===== config.mk =====
export PLATFORM = sky130hd
export DESIGN_NAME = rsa256_uart_wrapper
export DESIGN_NICKNAME = d
export VERILOG_FILES = /design/src/rtl/rsa_pkg.sv /design/src/rtl/rsa256_uart_wrapper.sv
export SDC_FILE = /design/constraint.sdc
export NUM_CORES = 2
export LEC_CHECK = 0
export CELL_PAD_IN_SITES_DETAIL_PLACEMENT = 1
export CELL_PAD_IN_SITES_GLOBAL_PLACEMENT = 1
export CORE_AREA = 2 2 434 436
export CTS_BUF_LIST = sky130_fd_sc_hd__clkbuf_4 sky130_fd_sc_hd__clkbuf_8
export CTS_CLUSTER_DIAMETER = 100
export DETAILED_ROUTE_END_ITERATION = 8
export DIE_AREA = 0 0 436 438
export HOLD_SLACK_MARGIN = 0.03
export PLACE_DENSITY_LB_ADDON = 0.3
export SLEW_MARGIN = 20
export SYNTH_ARGS = -nofsm -noshare
export SYNTH_HDL_FRONTEND = slang
export SYNTH_SLANG_ARGS = --single-unit

===== constraint.sdc =====
create_clock -name i_clk -period 2.5 [get_ports i_clk]
set_clock_uncertainty 0.15 [all_clocks]
set_input_delay 0.5 -clock i_clk [delete_from_list [all_inputs] [get_ports i_clk]]
set_output_delay 0.5 -clock i_clk [all_outputs]
set_load 0.05 [all_outputs]

===== src/rtl/rsa_pkg.sv =====
// ---------------------------------------------------------------------------
// rsa_pkg
//   Shared definitions for the RSA256 UART wrapper: controller state and
//   operand-phase enums, UART register word addresses and status bit
//   positions, and the byte counts of one operand and of one reply.
// ---------------------------------------------------------------------------
package rsa_pkg;

  localparam logic [4:0] RX_BASE     = 5'd0;
  localparam logic [4:0] TX_BASE     = 5'd4;
  localparam logic [4:0] STATUS_BASE = 5'd8;

  localparam int RX_OK_BIT = 7;
  localparam int TX_OK_BIT = 6;

  // 32 bytes make one 256-bit operand; only 31 bytes of the result go back
  localparam int BYTES_IN  = 32;
  localparam int BYTES_OUT = 31;

  typedef enum logic [2:0] {
    S_QUERY_RX,
    S_GET_DATA,
    S_WAIT_CALC,
    S_QUERY_TX,
    S_SEND_DATA
  } state_t;

  typedef enum logic [1:0] {
    PH_N,
    PH_D,
    PH_A
  } phase_t;

endpackage


===== src/rtl/rsa256_uart_wrapper.sv =====
// ---------------------------------------------------------------------------
// rsa256_uart_wrapper
//   Avalon-MM master bridging a UART peripheral and the RSA256 core. After
//   reset it receives 32 bytes of modulus N and 32 bytes of key d, then loops:
//   receive 32 bytes of ciphertext, pulse the core start, wait for the core to
//   finish, and write 31 result bytes back to the UART.
//
// Ports
//   i_clk, i_rst        clock; synchronous active-high reset
//   o_avm_address       Avalon word address (UART rx / tx / status)
//   o_avm_read          Avalon read request
//   i_avm_readdata      Avalon read data, byte in [7:0]
//   o_avm_write         Avalon write request
//   o_avm_writedata     Avalon write data, byte in [7:0], upper bits zero
//   i_avm_waitrequest   Avalon stall; a request completes when it is low
//   o_core_start        one-cycle start pulse to the core
//   o_core_a/d/n        ciphertext / key / modulus to the core
//   i_core_a_pow_d      core result
//   i_core_finished     one-cycle completion pulse from the core
// ---------------------------------------------------------------------------
module rsa256_uart_wrapper
  import rsa_pkg::*;
(
  input  logic         i_clk,
  input  logic         i_rst,
  output logic [4:0]   o_avm_address,
  output logic         o_avm_read,
  input  logic [31:0]  i_avm_readdata,
  output logic         o_avm_write,
  output logic [31:0]  o_avm_writedata,
  input  logic         i_avm_waitrequest,
  output logic         o_core_start,
  output logic [255:0] o_core_a,
  output logic [255:0] o_core_d,
  output logic [255:0] o_core_n,
  input  logic [255:0] i_core_a_pow_d,
  input  logic         i_core_finished
);

  state_t       state, state_nxt;
  phase_t       phase, phase_nxt;
  logic [4:0]   cnt, cnt_nxt;
  logic [255:0] n_reg, n_nxt;
  logic [255:0] d_reg, d_nxt;
  logic [255:0] a_reg, a_nxt;
  // Result byte 31 is never transmitted, so only 248 bits are kept
  logic [247:0] tx_reg, tx_nxt;
  logic [4:0]   addr, addr_nxt;
  logic         rd, rd_nxt;
  logic         wr, wr_nxt;
  logic [31:0]  wdata, wdata_nxt;
  logic         start, start_nxt;

  logic         rd_accept;
  logic         wr_accept;
  logic [7:0]   rx_byte;
  logic         unused_bits;

  assign rd_accept   = rd & ~i_avm_waitrequest;
  assign wr_accept   = wr & ~i_avm_waitrequest;
  assign rx_byte     = i_avm_readdata[7:0];
  assign unused_bits = ^{i_avm_readdata[31:8], i_core_a_pow_d[255:248]};

  assign o_avm_address   = addr;
  assign o_avm_read      = rd;
  assign o_avm_write     = wr;
  assign o_avm_writedata = wdata;
  assign o_core_start    = start;
  assign o_core_n        = n_reg;
  assign o_core_d        = d_reg;
  assign o_core_a        = a_reg;

  // State and datapath registers; every bus and core output is registered
  always_ff @(posedge i_clk) begin
    if (i_rst) begin
      state  <= S_QUERY_RX;
      phase  <= PH_N;
      cnt    <= '0;
      n_reg  <= '0;
      d_reg  <= '0;
      a_reg  <= '0;
      tx_reg <= '0;
      addr   <= STATUS_BASE;
      rd     <= 1'b0;
      wr     <= 1'b0;
      wdata  <= '0;
      start  <= 1'b0;
    end else begin
      state  <= state_nxt;
      phase  <= phase_nxt;
      cnt    <= cnt_nxt;
      n_reg  <= n_nxt;
      d_reg  <= d_nxt;
      a_reg  <= a_nxt;
      tx_reg <= tx_nxt;
      addr   <= addr_nxt;
      rd     <= rd_nxt;
      wr     <= wr_nxt;
      wdata  <= wdata_nxt;
      start  <= start_nxt;
    end
  end

  // Next-state logic. Each bus state first raises its request, then holds it
  // until an unstalled cycle, and drops it in the cycle after acceptance.
  always_comb begin
    state_nxt = state;
    phase_nxt = phase;
    cnt_nxt   = cnt;
    n_nxt     = n_reg;
    d_nxt     = d_reg;
    a_nxt     = a_reg;
    tx_nxt    = tx_reg;
    addr_nxt  = addr;
    rd_nxt    = rd;
    wr_nxt    = wr;
    wdata_nxt = wdata;
    start_nxt = 1'b0;

    case (state)
      S_QUERY_RX: begin
        if (!rd) begin
          rd_nxt   = 1'b1;
          addr_nxt = STATUS_BASE;
        end else if (rd_accept) begin
          rd_nxt = 1'b0;
          if (i_avm_readdata[RX_OK_BIT]) begin
            state_nxt = S_GET_DATA;
          end
        end
      end

      S_GET_DATA: begin
        if (!rd) begin
          rd_nxt   = 1'b1;
          addr_nxt = RX_BASE;
        end else if (rd_accept) begin
          rd_nxt = 1'b0;
          case (phase)
            PH_N:    n_nxt = {n_reg[247:0], rx_byte};
            PH_D:    d_nxt = {d_reg[247:0], rx_byte};
            default: a_nxt = {a_reg[247:0], rx_byte};
          endcase
          if (cnt == 5'(BYTES_IN - 1)) begin
            cnt_nxt   = '0;
            state_nxt = S_QUERY_RX;
            case (phase)
              PH_N: phase_nxt = PH_D;
              PH_D: phase_nxt = PH_A;
              default: begin
                state_nxt = S_WAIT_CALC;
                start_nxt = 1'b1;
              end
            endcase
          end else begin
            cnt_nxt   = cnt + 5'd1;
            state_nxt = S_QUERY_RX;
          end
        end
      end

      S_WAIT_CALC: begin
        if (i_core_finished) begin
          tx_nxt    = i_core_a_pow_d[247:0];
          state_nxt = S_QUERY_TX;
        end
      end

      S_QUERY_TX: begin
        if (!rd) begin
          rd_nxt   = 1'b1;
          addr_nxt = STATUS_BASE;
        end else if (rd_accept) begin
          rd_nxt = 1'b0;
          if (i_avm_readdata[TX_OK_BIT]) begin
            state_nxt = S_SEND_DATA;
          end
        end
      end

      S_SEND_DATA: begin
        if (!wr) begin
          wr_nxt    = 1'b1;
          addr_nxt  = TX_BASE;
          wdata_nxt = {24'd0, tx_reg[247:240]};
        end else if (wr_accept) begin
          wr_nxt = 1'b0;
          tx_nxt = {tx_reg[239:0], 8'h00};
          // Phase stays at A so the next message reuses the stored N and d
          if (cnt == 5'(BYTES_OUT - 1)) begin
            cnt_nxt   = '0;
            state_nxt = S_QUERY_RX;
          end else begin
            cnt_nxt   = cnt + 5'd1;
            state_nxt = S_QUERY_TX;
          end
        end
      end

      default: state_nxt = S_QUERY_RX;
    endcase
  end

endmodule


==> results_dict.tcl <==
set metrics [dict create \
    hold_viol_final 0 \
    die_h_um 438 \
    power_density_nw_per_um2 633 \
    grt_max_degree 127 \
    avgSynthCellArea_um2 7.85 \
    synth_xor_area_share_pct 0.0918 \
    place_hpwl_mm 131 \
    routed_wl_mm 178 \
    die_area_um2 191000 \
    critical_path_arrival_ns 1.72 \
    grt-ovfl-total 0 \
    drv_slew 0 \
    area_delta_synth_final_pct 50.8 \
    critPathBufInv 1 \
    drcViolationCount 0 \
    gp_congestion 0.850 \
    synth_area_leaders "dfxtp_1 55%, nand2_1 20%, a21oi_1 10%" \
    synth_edf_count 0 \
    total_power_mw 36.4 \
    yosys.area_share.simple_pct 23.3 \
    row_count 159 \
    netlist_area_um2 38200 \
    grt_pass1_vias 38400 \
    n_fill_cell 22300 \
    drive_above_1_share_pct 21.3 \
    synth_cells 4861 \
    viasPerCell 4.34 \
    critPathRequiredTime_ns 1.85 \
    maxCapViolCount 0 \
    crit_type "flip-flop to primary output" \
    ir_worst_vdd_uv 366 \
    core_region_area_um2 187000 \
    fin_area_um2 57500 \
    synthAdderAreaFrac_pct 0.0984 \
    drt_iter0_drc 2067 \
    vias 38200 \
    synth_top_family_by_area "simple AND/OR/NAND/NOR gates" \
    ys_ff_latch 1039 \
    initial_utilization_pct 20.5 \
    layout_worst_path_cycle_share_pct 94.6 \
    clk_latency_ns 0.94 \
    firstDrtPassIters 5 \
    finalNetCount 6441 \
    synth_compound_area_share_pct 16.3 \
    io-pin-count 1100 \
    cp_slowest_cell "clkdlybuf4s15_2" \
    crit_family "buffers and inverters" \
    worstMarginPinSlew_ns 0.733 \
    synth_mux_area_share_pct 0.0557 \
    dp.cells 8199 \
    multiInputGateArea_um2 15400 \
    root_buffer "clkbuf_8" \
    dominantRegCellSynth "dfxtp_1" \
    finalSetupViolations 0 \
    final_util_pct 30.8 \
    cp_max_fo 3 \
    max_freq_mhz 423 \
    period_needed_ns 2.37 \
    clk_pin_slew_ns 0.06 \
    numCtsBuffers 190 \
    cp-start-kind "flip-flop" \
    gr-usage-all-layers_pct 17.8 \
    whs_ns 0.187 \
    slew-limit-headroom_pct 51.1 \
    io_buffers 1040 \
    synth.largest_area_cell "dfxtp_1" \
    seqCellArea_um2 20800 \
    layoutNonFillerInstCount 8791 \
    ys_types 46 \
    async_flop_share_pct 0 \
    cp_cell_sequence "clkdlybuf4s15_2" \
    wire_per_inst_um 20.2 \
    fp.dieW_um 436 \
    dpl_cell_area_um2 51800 \
    ys_seq_area_share_pct 54.5 \
    end_kind "primary output" \
    grt_pass1_wl_mm 258 \
    leakage_nw 20.5 \
    synth_top_area_share_pct 54.5 \
    cts_tree "built" \
    yosys_warnings 0 \
    post_cts.repair.setup_buffers 0 \
    clockBufferDepth 3 \
    ant_nets 0 \
    outcome "complete, no violations" \
    crit_path_max_incr_delay_ns 0.42 \
    cts_max_level 4 \
    clock-sinks 1039 \
    worst_hold_path_type "primary input to flip-flop" \
    antenna_found_initial 21 \
]
[routing by layer]
metal / wire length [um] / global-route usage [%] / part of all wire (%)
met1: 73000 / 20.8 / 41
met2: 90000 / 31.8 / 51
met3: 9590 / 4.50 / 5.4
met4: 5210 / 5.80 / 2.9
met5: 35 / 0 / 0.020
[metrics by stage]
step	worst slack, ns	TNS (ns)
after CTS	0.0000480	0
final	0.135	0
after detailed placement	-0.315	-133.41
after global routing	-0.0106	-0.0674
after floorplan	0.367	0
after global placement	-0.300	-119.71
[report_power, final]
part	switching (mW)	total (mW)	internal, mW	leakage (nW)
clock network	7.61	17.3	9.65	2.11
logic	1.21	2.24	1.03	10.0
registers	0.149	16.9	16.8	8.38
[path summary, 6_finish.rpt]
path,start,to,slack [ns],cells past startpoint
max,o_core_n[91],o_core_n[91],0.13,1
min,i_avm_readdata[2],o_core_n[2],0.19,3
max reg2reg,state[1],tx_reg[27],0.17,4
min reg2reg,o_core_a[31],o_core_a[39],0.29,2
[final cells by class]
| cell class | count | share of cell area, % |
|---|---|---|
| Multi-Input combinational cell | 3418 | 26.7 |
| Timing Repair Buffer | 1492 | 24.7 |
| Antenna cell | 17 | 0.0739 |
| Clock buffer | 301 | 6.43 |
| Clock inverter | 24 | 0.489 |
| Tap cell | 2495 | 5.42 |
| Sequential cell | 1039 | 36.2 |
| Inverter | 5 | 0.0326 |
[synthesized netlist by cell type (2+ instances only)]
master / number
clkbuf_1: 225
a311oi_1: 241
buf_6: 17
nor2b_1: 4
xor2_1: 2
a21oi_1: 783
a22oi_1: 8
buf_1: 3
xnor2_1: 2
nand3_1: 2
nand4b_1: 2
nand4bb_1: 2
nor3_1: 4
o21ai_0: 5
buf_4: 80
and3b_1: 2
nor2_1: 263
inv_1: 5
a21o_1: 3
dfxtp_1: 1039
and3_1: 4
buf_2: 100
ha_1: 3
nand2_1: 2039
a211oi_1: 2
[layout by cell type (no fill, tap or decap), types with 8 or more instances in the layout]
cell type,Yosys,routed
nand2_1,2039,2039
dfxtp_1,1039,1024
a21oi_1,783,782
clkdlybuf4s15_2,0,358
buf_4,80,265
nor2_1,263,263
clkdlybuf4s50_1,0,258
dlygate4sd3_1,0,250
a311oi_1,241,241
buf_2,100,237
clkbuf_8,0,230
clkbuf_4,0,72
buf_12,0,67
clkdlybuf4s18_2,0,51
conb_1,1,27
diode_2,0,17
dfxtp_2,0,14
a22oi_1,8,8
[kinds of logic (layout without fill, tap and decap cells)]
| group | after synthesis | in the layout |
|---|---|---|
| buffers and inverters | 430 | 1822 |
| xor gates and xnor gates | 4 | 4 |
| muxes | 2 | 2 |
| AOI/OAI and AO/OA | 1050 | 1050 |
| adders and majority gates | 3 | 3 |
| and+or+nand+nor | 2332 | 2332 |
| other | 1 | 44 |
| DFF | 1039 | 1039 |
[repair_timing]
action | CTS | global route
resized for setup | 2558 | 3
setup endpoints to repair | 675 | 4
hold buffers | 250 | 0
hold endpoints to repair | 450 | 0
pin swaps | 0 | 0
Note: power is estimated with default switching activity, not from simulation.
